[src/rtl/grf_pkg.sv]
// grf_pkg: shared GRF widths and the packed write-request type used by grf, the W stage and the writeback arbiter.
package grf_pkg;
  localparam int REG_W = 5;
  localparam int DATA_W = 32;
  localparam int PC_W = 32;
  localparam logic [REG_W-1:0] REG_ZERO = 5'd0;
  typedef struct packed {
    logic [PC_W-1:0] pc;
    logic [REG_W-1:0] wa;
    logic [DATA_W-1:0] wd;
  } wreq_t;
endpackage

[src/rtl/grf_wb_fifo.sv]
// grf_wb_fifo: DEPTH-entry synchronous FIFO of GRF write requests, synchronous active-low Reset.
module grf_wb_fifo import grf_pkg::*; #(
  parameter int DEPTH = 4
) (
  input  logic Clk,
  input  logic Reset,
  input  logic push,
  input  logic pop,
  input  wreq_t din,
  output wreq_t head,
  output logic [$clog2(DEPTH):0] count,
  output logic full,
  output logic empty
);
  localparam int AW = $clog2(DEPTH);
  localparam int CW = AW + 1;
  wreq_t mem [DEPTH];
  logic [AW-1:0] rd, wr;
  always_ff @(posedge Clk)
    if (push) mem[wr] <= din;
  // pointers wrap naturally because DEPTH is a power of two
  always_ff @(posedge Clk)
    if (!Reset) begin
      rd <= '0;
      wr <= '0;
      count <= '0;
    end else begin
      if (push) wr <= wr + 1'b1;
      if (pop) rd <= rd + 1'b1;
      count <= count + CW'(push) - CW'(pop);
    end
  assign head = mem[rd];
  assign full = count == CW'(DEPTH);
  assign empty = count == '0;
endmodule

[src/rtl/grf_wb_arbiter.sv]
// grf_wb_arbiter: shares the GRF write port between the W stage (priority) and a FIFO of late results.
// Define GRF_WB_TRACE_EN to print one trace line per issued architectural write.
module grf_wb_arbiter import grf_pkg::*; #(
  parameter int DEPTH = 4,
  parameter int MAX_WAIT = 8
) (
  input  logic Clk,
  input  logic Reset,
  input  logic A_We,
  input  logic [REG_W-1:0] A_WA,
  input  logic [DATA_W-1:0] A_WD,
  input  logic [PC_W-1:0] A_PC,
  input  logic B_Valid,
  output logic B_Ready,
  input  logic [REG_W-1:0] B_WA,
  input  logic [DATA_W-1:0] B_WD,
  input  logic [PC_W-1:0] B_PC,
  output logic Stall,
  output logic RegWrite,
  output logic [REG_W-1:0] WA,
  output logic [DATA_W-1:0] WD,
  output logic [PC_W-1:0] PC,
  output logic [$clog2(DEPTH):0] B_Count
);
  localparam int WW = $clog2(MAX_WAIT + 1);
  logic a_req, push, pop, issue, full, empty;
  logic [WW-1:0] wait_cnt;
  wreq_t head, iss;
  assign a_req = A_We && A_WA != REG_ZERO;
  assign B_Ready = Reset && !full;
  assign push = B_Valid && B_Ready && B_WA != REG_ZERO;
  assign pop = !a_req && !empty;
  assign issue = a_req || !empty;
  assign iss = a_req ? wreq_t'{pc: A_PC, wa: A_WA, wd: A_WD} : head;
  assign Stall = wait_cnt == WW'(MAX_WAIT);
  grf_wb_fifo #(.DEPTH(DEPTH)) u_fifo (
    .Clk(Clk), .Reset(Reset), .push(push), .pop(pop), .din(wreq_t'{pc: B_PC, wa: B_WA, wd: B_WD}),
    .head(head), .count(B_Count), .full(full), .empty(empty)
  );
  always_ff @(posedge Clk)
    if (!Reset) begin
      RegWrite <= 1'b0;
      WA <= '0;
      WD <= '0;
      PC <= '0;
      wait_cnt <= '0;
    end else begin
      RegWrite <= issue;
      if (issue) {PC, WA, WD} <= iss;
      wait_cnt <= (empty || pop) ? '0 : Stall ? wait_cnt : wait_cnt + 1'b1;
    end
`ifdef GRF_WB_TRACE_EN
  always_ff @(posedge Clk)
    if (Reset && issue) $display("@%h: $%d <= %h", iss.pc, iss.wa, iss.wd);
`else
`endif
endmodule

[config.mk]
export PLATFORM = sky130hd
export DESIGN_NAME = grf_wb_arbiter
export DESIGN_NICKNAME = d
export VERILOG_FILES = /design/src/rtl/grf_pkg.sv /design/src/rtl/grf_wb_fifo.sv /design/src/rtl/grf_wb_arbiter.sv
export SDC_FILE = /design/constraint.sdc
export NUM_CORES = 1
export LEC_CHECK = 0
export ABC_AREA = 1
export BUFFER_PORTS_ARGS = -buffer_cell sky130_fd_sc_hd__buf_2
export CAP_MARGIN = 25
export CORE_MARGIN = 2
export CORE_UTILIZATION = 40
export CTS_CLUSTER_DIAMETER = 30
export CTS_CLUSTER_SIZE = 16
export DETAILED_ROUTE_END_ITERATION = 7
export HOLD_SLACK_MARGIN = 0.05
export PLACE_DENSITY = 0.56
export SYNTH_ARGS = -nofsm -noshare
export SYNTH_HDL_FRONTEND = slang
export SYNTH_SLANG_ARGS = --single-unit
[constraint.sdc]
create_clock -name Clk -period 6.2 [get_ports Clk]
set_clock_uncertainty 0.2 [all_clocks]
set_input_delay 0 -clock Clk [delete_from_list [all_inputs] [get_ports Clk]]
set_output_delay 0 -clock Clk [all_outputs]
set_load 0.01 [all_outputs]
; ---- After elaboration in Yosys (flattened, before gate mapping)
; Memory sizes are Yosys's and may differ from the RTL's. A register that Yosys moved wholly into a read port is not among the register bits.
; Cells that the tools add are included.
[op_classes]
n_addsub = 5
n_eq_ne = 2
muxes = 5
bitwise_logic = 1
reduce_logical = 14
[ops]
columns = op, count
row1 = $mux 69, 1
row2 = $reduce_bool 5->1, 2
row3 = $logic_and 1x1->1, 5
row4 = $add 2x1->2 const B, 2
row5 = $add 4x1->4 const B, 1
row6 = $eq 4x4->1 const B, 1
row7 = $mux 2, 2
row8 = $add 3x1->3, 1
row9 = $eq 3x3->1 const B, 1
row10 = $logic_not 1->1, 3
row11 = $logic_not 3->1, 1
row12 = $sub 3x1->3, 1
row13 = $logic_or 1x1->1, 2
row14 = $mux 1, 2
row15 = $reduce_or 2->1, 1
row16 = $not 1->1, 1
[totals]
regBits = 81
mem_bits_rw = 276
output_inout_bits = 75
wordCells = 36
memories = 1
[mem_list]
columns = memory, depth, word_bits, read_ports, rd_clocked_by_memory_dff, write_ports, line
row1 = u_fifo.mem, 4, 69, 1, 1, 1, grf_wb_fifo.sv:17  ; wreq_t mem [DEPTH];

; ---- Longest topological paths before layout
[logic_depth]
ltp_word = 7
depth_mapped = 14
depth_no_buf = 13

; ---- By module
; A second synthesis with hierarchy kept.
[unflattened]
cells_unflattened = 1545
hier_area_um2 = 15995.3
[by_module_without_submodules]
columns = module, n_inst, cells_each, area_per_inst_um2, seq_area_each_um2
row1 = grf_wb_fifo, 1, 861, 11856.4, 8468.1
row2 = grf_wb_arbiter, 1, 684, 4139.0, 1481.4

; ---- Worst setup path before layout
; OpenSTA, ideal clock, no wires.
[synth_timing]
kind = register to register
from = register u_fifo.count[1]
to = memory u_fifo.mem[0][0] in the netlist's numbering (enable)
setup_ns = 0.496
arrival_ns = 3.993
setup_slack_ns = 1.510
path_stages_with_launch = 7
synth_period_minus_slack_ns = 4.690
cell_sequence = dfxtp_1 inv_1 nand3_1 nand3_1 nor2_1 inv_1 nor2_1
[synth_between]
elab_chain_len = 7
[synth_rtl]
columns = item, line
row1 = from (decl), grf_wb_fifo.sv:11  ; output logic [$clog2(DEPTH):0] count,
row2 = from (signal assigned), grf_wb_fifo.sv:30  ; count <= count + CW'(push) - CW'(pop);
row3 = $eq 3x3->1, grf_wb_fifo.sv:33  ; assign full = count == CW'(DEPTH);
row4 = $logic_not 1->1, grf_wb_arbiter.sv:30  ; assign B_Ready = Reset && !full;
row5 = $logic_and 1x1->1, grf_wb_arbiter.sv:30
row6 = $logic_and 1x1->1 (2 in series), grf_wb_arbiter.sv:31  ; assign push = B_Valid && B_Ready && B_WA != REG_ZERO;
row7 = named net push, grf_wb_arbiter.sv:26  ; logic a_req, push, pop, issue, full, empty;
row8 = $mux 1, grf_wb_fifo.sv:20  ; if (push) mem[wr] <= din;
row9 = $mux 1 (implied by the code), grf_wb_fifo.sv:20
row10 = to (decl), grf_wb_fifo.sv:17
; The timed path passes the listed nets, and every way through them passes these cells.

; ---- Final worst setup path
[layout_timing]
from = register u_fifo.count[1]
to = memory u_fifo.mem[1][26] in the netlist's numbering (enable)
; The elaborated chain is that of the path after synthesis.

==> impl_metrics.tcl <==
set metrics [dict create \
    worstSetupStartpointType "flop" \
    seqPwrFrac_pct 35.3 \
    maxSlewHeadroom_pct 33.7 \
    drv_cap 0 \
    synth_edf_count 276 \
    p_switching_mw 2.30 \
    crit_chain "inv_1, nand3_1, nand3_1, nor2_1, inv_1, nor2_4, buf_4" \
    swShare_pct 26.9 \
    final_cell_mix "276 x edfxtp_1, 269 x nor2_1, 221 x dlygate4sd3_1" \
    die_area_mm2 0.0373 \
    via_count 10812 \
    final_nets 1919 \
    grt_first_pass_wirelength_um 56600 \
    grt_pass1_vias 10967 \
    drc 0 \
    gp_congestion 0.722 \
    drive_gt1_share_pct 22.5 \
    insertion_delay_ps 570 \
    grt_util_all_layers_pct 19.6 \
    rows 69 \
    worstPathMaxFanout 56 \
    drtPass1Iterations 5 \
    worstMarginPinSlew_ps 995 \
    path_clk_slew_ps 50 \
    cts_root_buf "clkbuf_16" \
    grt_overflow_total 0 \
    rsz0062_at_grt "false" \
    core_area_mm2 0.0354 \
    yosys.area.top_type "edfxtp_1" \
    crit_slowest_cell "buf_4" \
    critPathKind "reg -> reg" \
    ioPinCount 217 \
    die_h_um 193 \
    clock_sinks 359 \
    nFillCells 2935 \
    synth_seq_area_share_pct 69.5 \
    ys_ff_latch 359 \
    grt_max_degree 84 \
    status "completed" \
    pwr-share-comb_pct 16.0 \
    viasPerCell 4.70 \
    hold_violations 0 \
    power.density_mw_per_mm2 414 \
    synth_cells 1310 \
    drt_iter0_drc 691 \
    power_frac_clock_pct 48.6 \
    p_int_mw 6.27 \
    critPathArrivalTime_ps 3120 \
    start_util_pct 40.4 \
    cts_max_path_buffers 3 \
    placed_cells 1924 \
    die_width_um 193 \
    area_delta_synth_final_pct 44.7 \
    wirelength_um 36500 \
    postSynth.asyncResetShare_pct 0 \
    cts_buffers 82 \
    fin_crit_ps 3150 \
    port_buffers 216 \
    slew_viol_final 0 \
    synth_area_leaders "edfxtp_1 58%, dfxtp_1 12%, nor2_1 7.2%" \
    post_cts_buffers 0 \
    syn-num-nets 1461 \
    cpPeakStageDelay_ps 780 \
    final_cells 2298 \
    synth_top_area_share_pct 57.9 \
    finish.utilization_pct 58.5 \
    hpwl_um 18800 \
    timing.fmax_ghz 0.318 \
    syn_avg_cell_area_um2 10.9 \
    required_ps 6180 \
    total_leakage_power_nw 8.32 \
    routedWlPerCell_um 15.9 \
    syn-cell-area_mm2 0.0143 \
    fin_setup_tns_ps 0 \
    htree_levels 3 \
    hold-worst-slack_ps 74.7 \
    hold_path.class "in -> reg" \
    ys.flop_type "edfxtp_1" \
    ant_nets 0 \
    synth_cell_types 29 \
    final_common_cell "edfxtp_1" \
    antenna_found_initial 1 \
    cts_tree "built" \
    fin_crit_sh_pct 50.7 \
    cp_top_family "buffers and inverters" \
    end_kind "flop" \
    crit_buf_inv 3 \
    yosysWarnings 0 \
    peakVddDrop_mv 0.233 \
    setup_viol 0 \
]
## path summary, 6_finish.rpt
check	slack, ps	from	cells after the start	endpoint
max	3050	u_fifo.count[1]	7	u_fifo.mem[1][26]
min	70	A_PC[23]	5	PC[23]
max reg2reg	3050	u_fifo.count[1]	7	u_fifo.mem[1][26]
min reg2reg	240	PC[8]	2	PC[8]
## cell usage after synthesis, types with 2 or more instances
cell type	count
buf_1	6
clkbuf_1	25
o21ai_1	10
inv_1	45
nor2_1	273
nand3_1	159
edfxtp_1	276
buf_4	9
buf_2	27
or2_1	18
buf_6	7
nand2_1	177
or2_2	46
ha_1	8
xor2_1	2
dfxtp_1	83
o21ai_0	121
a21oi_1	6
inv_2	2
## state kept, by name, indices dropped and copies added (netlist names), named ones only
| name | cells |
|---|---|
| RegWrite | 1 |
| u_fifo.count | 3 |
| u_fifo.wr | 2 |
| u_fifo.mem | 276 |
| WD | 32 |
| WA | 5 |
| wait_cnt | 4 |
| u_fifo.rd | 2 |
| PC | 32 |
## per-layer routing
metal	vias to the layer above	share of wire [%]	GRT usage, %	wire [um]
met5	-	0	0	0
met4	0	1.4	7.05	510
met3	34	4.9	4.00	1770
met2	254	50	34.1	18200
met1	5115	44	24.1	16100
li1	5409	-	-	-
## timing repair
action	4_1_cts	5_1_grt
hold buffers	221	0
resized for setup	0	0
hold endpoints to repair	358	0
## power groups by stage
stage	clock network, mW	logic [mW]	registers [mW]
floorplan	0	0.823	3.06
global placement	0	1.25	3.06
detailed placement	0	1.27	3.07
CTS	4.24	1.39	3.03
global route	4.36	1.56	3.06
finish	4.17	1.37	3.03
## area by class of cell
cell class / instances / area [um^2] / area share, %
inverter: 47 / 179 / 0.864
antenna: 1 / 2.50 / 0.0121
clock inverter: 38 / 395 / 1.91
timing repair buffer: 449 / 3420 / 16.5
clock buffer: 114 / 2340 / 11.3
tap: 461 / 577 / 2.79
sequential: 359 / 9960 / 48.1
multi-input combinational: 829 / 3830 / 18.5
## stage by stage
step | worst slack (ps) | area, um^2 | total power [mW]
final | 3050 | 20700 | 8.57
after global routing | 2810 | 20700 | 8.98
after CTS | 3000 | 20700 | 8.66
after detailed placement | 3020 | 15800 | 4.34
after global placement | 3020 | 15700 | 4.32
after floorplan | 1510 | 14300 | 3.88
## kinds of logic after synthesis
logic type / Yosys count / share of synthesized area, %
compound gates: 138 / 4.84
flops: 359 / 69.5
simple gates: 679 / 20.5
xor+xnor: 3 / 0.184
buf+inv: 122 / 4.05
fa+ha+maj: 9 / 0.840
## worst min-delay path: stages
cell,delay (ps)
dlygate4sd3_1,520
buf_2,90
or2_2,90
nand3_1,60
nand2_1,50
No activity file was read; power rests on OpenSTA's default activity.
